### src/rtl/quant_sar_pipe.sv
// Pipelined successive-approximation quantizer: index = floor(act * 2^IDX_W / max), clamped.
// Optional build macro QUANT_SAR_ROUND_EN switches the output stage to round-to-nearest.
module quant_sar_pipe #(
  parameter int DATA_W = 32,
  parameter int IDX_W  = 8,
  parameter int TAG_W  = 4
) (
  input  logic              clk,
  input  logic              reset_n,
  input  logic              i_valid,
  output logic              o_ready,
  input  logic [DATA_W-1:0] i_max,
  input  logic [DATA_W-1:0] i_activation,
  input  logic [TAG_W-1:0]  i_tag,
  output logic              o_valid,
  input  logic              i_ready,
  output logic [IDX_W-1:0]  o_index,
  output logic              o_sat,
  output logic [TAG_W-1:0]  o_tag
);

  // Stage 0 is the pre stage; stages 1..IDX_W each resolve one quotient bit, MSB first.
  localparam int NS = IDX_W + 1;

  // Handshake: a transfer occurs on a rising clk edge where valid && ready. The whole pipe
  // moves as one (adv) whenever the output register is empty or being drained, so o_ready
  // never depends on i_valid; when adv is low every stage, valid bits included, holds.
  logic adv;
  assign adv     = !o_valid || i_ready;
  assign o_ready = adv;

  logic [NS-1:0]     vld;
  logic [NS-1:0]     sat;
  logic [DATA_W-1:0] rem [NS];
  logic [DATA_W-1:0] mx  [NS];
  logic [IDX_W-1:0]  qt  [NS];
  logic [TAG_W-1:0]  tg  [NS];
  logic [DATA_W:0]   rsh [NS];
  logic [NS-1:0]     ge;

  // Shifted remainder needs DATA_W+1 bits; the stored remainder stays below max.
  always_comb begin
    for (int s = 0; s < NS; s++) begin
      rsh[s] = '0;
      ge[s]  = 1'b0;
    end
    for (int s = 1; s < NS; s++) begin
      rsh[s] = {rem[s-1], 1'b0};
      ge[s]  = rsh[s] >= {1'b0, mx[s-1]};
    end
  end

  always_ff @(posedge clk or negedge reset_n) begin
    if (!reset_n) vld <= '0;
    else if (adv) vld <= {vld[NS-2:0], i_valid};
  end

  // Data registers of bubble stages are don't-care, so they load unconditionally on adv.
  always_ff @(posedge clk) begin
    if (adv) begin
      mx[0]  <= i_max;
      tg[0]  <= i_tag;
      rem[0] <= i_activation;
      if (i_max == '0) begin
        sat[0] <= 1'b1;
        qt[0]  <= '0;
      end else if (i_activation >= i_max) begin
        sat[0] <= 1'b1;
        qt[0]  <= '1;
      end else begin
        sat[0] <= 1'b0;
        qt[0]  <= '0;
      end
      for (int s = 1; s < NS; s++) begin
        mx[s]  <= mx[s-1];
        tg[s]  <= tg[s-1];
        sat[s] <= sat[s-1];
        if (!sat[s-1] && ge[s]) begin
          rem[s] <= DATA_W'(rsh[s] - {1'b0, mx[s-1]});
          qt[s]  <= qt[s-1] | (IDX_W'(1) << (IDX_W - s));
        end else if (!sat[s-1]) begin
          rem[s] <= rsh[s][DATA_W-1:0];
          qt[s]  <= qt[s-1];
        end else begin
          rem[s] <= rem[s-1];
          qt[s]  <= qt[s-1];
        end
      end
    end
  end

  logic [IDX_W-1:0] fin_idx;
  logic             fin_sat;

  always_comb begin
    fin_idx = qt[NS-1];
    fin_sat = sat[NS-1];
`ifdef QUANT_SAR_ROUND_EN
    // Round up when the leftover fraction is at least one half of an index step.
    if (!sat[NS-1] && ({rem[NS-1], 1'b0} >= {1'b0, mx[NS-1]})) begin
      if (&qt[NS-1]) fin_sat = 1'b1;
      else           fin_idx = qt[NS-1] + IDX_W'(1);
    end
`endif
  end

  always_ff @(posedge clk or negedge reset_n) begin
    if (!reset_n) begin
      o_valid <= 1'b0;
      o_index <= '0;
      o_sat   <= 1'b0;
      o_tag   <= '0;
    end else if (adv) begin
      o_valid <= vld[NS-1];
      if (vld[NS-1]) begin
        o_index <= fin_idx;
        o_sat   <= fin_sat;
        o_tag   <= tg[NS-1];
      end
    end
  end

endmodule

### config.mk
export PLATFORM = sky130hd
export DESIGN_NAME = quant_sar_pipe
export DESIGN_NICKNAME = d
export VERILOG_FILES = /design/src/rtl/quant_sar_pipe.sv
export SDC_FILE = /design/constraint.sdc
export NUM_CORES = 2
export LEC_CHECK = 0
export ABC_AREA = 1
export ABC_CLOCK_PERIOD_IN_PS = 40700
export CAP_MARGIN = 20
export CORE_MARGIN = 2
export CORE_UTILIZATION = 60
export CTS_CLUSTER_DIAMETER = 100
export DETAILED_ROUTE_END_ITERATION = 10
export GPL_TIMING_DRIVEN = 0
export PLACE_DENSITY = 0.89
export SLEW_MARGIN = 25
export SYNTH_ARGS = -nofsm -noshare
export SYNTH_HDL_FRONTEND = slang
export SYNTH_SLANG_ARGS = --single-unit
### constraint.sdc
create_clock -name clk -period 40.7 [get_ports clk]
set_input_delay 12.21 -clock clk [delete_from_list [all_inputs] [get_ports clk]]
set_output_delay 12.21 -clock clk [all_outputs]
set_load 0.02 [all_outputs]
==> metrics.md <==
| Metric | Value |
|---|---|
| Outcome | `finished clean` |
| Worst-Margin Slew | `1.11 ns` |
| Synth top area share | `0.407` |
| Clock Skew | `0.0277 ns` |
| Period utilization | `0.681` |
| DRT antenna net count | `0` |
| Largest cells by area after synthesis | `edfxtp_1 (41%), nand2_1 (20%), inv_1 (8.8%)` |
| Clk_lat worst skew | `0.63 ns` |
| Library cells used by synthesis | `43` |
| Min-Delay Path Class | `flip-flop to flip-flop` |
| # resized after CTS | `0` |
| GRT Total Usage | `0.379` |
| # hold bufs at CTS | `0` |
| TritonCTS clock tree | `yes` |
| Initial DRC Count | `2509` |
| CTS Buffer Depth | `3` |
| Synth Register Bits | `624` |
| CP required | `28.49 ns` |
| CTS Buf Count | `70` |
| Die Y | `about 280 microns` |
| Cell Area, Synth | `0.0444 sq mm` |
| Post-Syn Area per Cell | `7.50 sq um` |
| Setup bufs post-CTS | `0` |
| Via density | `5.46` |
| Number of synthesized flops with an enable pin | `around 600` |
| I/O pin cnt | `87` |
| Reg clk slew, reported paths | `around 0.060 ns` |
| Synth area leader | `edfxtp_1` |
| Floorplan row count | `99` |
| CTS Root Cell | `clkbuf_16` |
| Layout Nets | `6449` |
| WHS Endpoint | `tg[4][1]$_DFFE_PN_` |
| Max FO, Critical Path | `100` |
| Minimum setup slack among reg-to-reg paths | `about 37 ns` |
| Highest clock rate | `36.1 MHz` |
| RR Startpoint | `rem[6][28]$_DFFE_PP_` |
| Core box area | `0.0731 sq mm` |
| RSZ-0062 raised after global routing | `no` |
| Vias in the first global route | `39399` |
| Pin count of the biggest net entering global routing | `101` |
| # setup viols final | `0` |
| Worst Setup End Kind | `output pin` |
| Final Hold Fails | `0` |
| DRC | `0` |
| Detailed Route WL | `143000 microns` |
| Clk sink count | `roughly 620` |
| Initial antenna violation count | `0` |
| DR WL/cell | `just over 20 microns` |
| Grt total ovfl | `0` |
| Synth async-reset ratio | `0.0369` |
| Period minus WS final | `~28 ns` |
| Syn nets | `between 6000 and 7000` |
| H-tree depth | `3` |
| Setup Crit Path Kind | `input port to output pin` |
| Via count | `between 30000 and 40000` |
| Gpl congestion | `1.00` |
| Type of origin of the critical path | `input port` |
| Share of layout cells above drive strength 1 | `0.0399` |
| Hold path start | `tg[3][1]$_DFFE_PN_` |
| Synthesis-to-layout area growth | `10.2%` |
| Final Max Tran Viols | `0` |
| RR Endpoint | `rem[7][1]$_DFFE_PP_` |
| Total iterations of the first detailed-routing run | `7` |
| YS warnings | `0` |
| Synth Flop Type | `edfxtp_1` |
| Initial Utilization | `0.607` |
| Die Wd | `around 280 microns` |
| First-pass GRT wire length | `between 200000 and 250000 microns` |
| Die area | `0.0761 sq mm` |
| Setup TNS | `0 ns` |
| WHS Path Cells | `0` |
| Mapped Cells | `5916` |
| Rel. slew slack | `0.256` |
| Worst EP arrival | `15.50 ns` |
| DP Wirelength | `between 100000 and 150000 microns` |
| R2r worst-path depth | `12` |
| Post-synthesis sequential area ratio | `0.420` |
| MaxCap Viol Count | `0` |
| IO buf count | `86` |
==> layer usage <==
| layer | track usage | routed length, microns |
|---|---|---|
| met5 | 0 | 0 |
| met2 | 0.738 | 76800 |
| met3 | 0.0498 | 6600 |
| met1 | 0.322 | 43300 |
| met4 | 0.375 | 16400 |
==> flip-flops by register name (all words and copies together) (netlist names) <==
register / cells
mx: 256
rem: 256
qt: 44
tg: 36
sat: 9
vld: 9
o_index: 8
o_tag: 4
o_sat: 1
o_valid: 1
==> metrics by stage <==
stage / setup WS [ns] / instances / cell area, sq um / util / hold slack [ns]
global placement: 3.82 / 6961 / 46400 / 0.635 / 0.400
global route: 12.93 / 7093 / 48900 / 0.669 / 0.421
detailed placement: 13.18 / 6970 / 46700 / 0.638 / 0.405
floorplan: 9.35 / 5916 / 44400 / - / 0.400
finish: 12.99 / 7094 / 48900 / 0.669 / 0.417
CTS: 13.11 / 7093 / 48900 / 0.669 / 0.419
==> critical path, stage by stage <==
cell             delay, ns
clkdlybuf4s50_1       0.41
nor2_1                0.41
buf_2                 0.47
clkbuf_1              0.50
inv_8                 0.31
buf_16                0.33
clkdlybuf4s50_1       0.65
==> synth_stat cells, drive strengths merged (31+ instances only) <==
master     n
a21oi    183
buf       69
clkbuf    41
edfxtp   601
ha       287
inv     1047
nand2   2378
nand3    366
nand3b   287
nand4     37
nor2     299
nor3      49
o21ai     31
xnor2     89
==> worst max-delay path by stage <==
stage / startpoint / to / cells after the start
final: i_ready / o_ready / 7
after floorplan: i_ready / o_ready / 4
after CTS: i_ready / o_ready / 7
after global placement: i_ready / o_ready / 6
after global routing: i_ready / o_ready / 7
after detailed placement: i_ready / o_ready / 7
==> kinds of logic (layout without fill, tap and decap cells) <==
| family | count (synthesis) | after routing | share of synthesized area |
|---|---|---|---|
| other | 0 | 1 | 0 |
| DFF | 624 | 624 | 0.420 |
| muxes | 13 | 13 | 0.00330 |
| xor gates and xnor gates | 107 | 107 | 0.0211 |
| buffers and inverters | 1161 | 1379 | 0.103 |
| and+or+nand+nor | 3461 | 3461 | 0.337 |
| AOI/OAI and AO/OA | 256 | 256 | 0.0313 |
| adders and majority gates | 294 | 294 | 0.0841 |
==> layout by cell type, fill, tap and decap left out, types with 25 or more instances in the layout <==
| cell | count |
|---|---|
| ha_1 | 287 |
| a21oi_1 | 183 |
| buf_2 | 38 |
| inv_1 | 1042 |
| nand3_1 | 358 |
| clkdlybuf4s50_1 | 85 |
| edfxtp_1 | 601 |
| o21ai_0 | 25 |
| clkbuf_1 | 50 |
| xnor2_1 | 89 |
| nor3_1 | 47 |
| clkbuf_16 | 71 |
| nor2_1 | 288 |
| nand3b_1 | 284 |
| nand2_1 | 2364 |
| nand4_1 | 37 |
==> area by class of cell <==
| type | count | area [sq um] |
|---|---|---|
| Fill cell | 6169 | 24200 |
| Multi-Input combinational cell | 4131 | 21200 |
| Sequential cell | 624 | 18600 |
| Inverter | 1051 | 3950 |
| Clock buffer | 87 | 1900 |
| Tap cell | 959 | 1200 |
| Timing Repair Buffer | 95 | 1070 |
| Buffer | 110 | 647 |
| Clock inverter | 36 | 354 |
| Antenna cell | 1 | 2.50 |
Power is left out: the tool's default activity adds up to more than one toggle a clock period on the data nets, which glitch-free logic cannot reach.
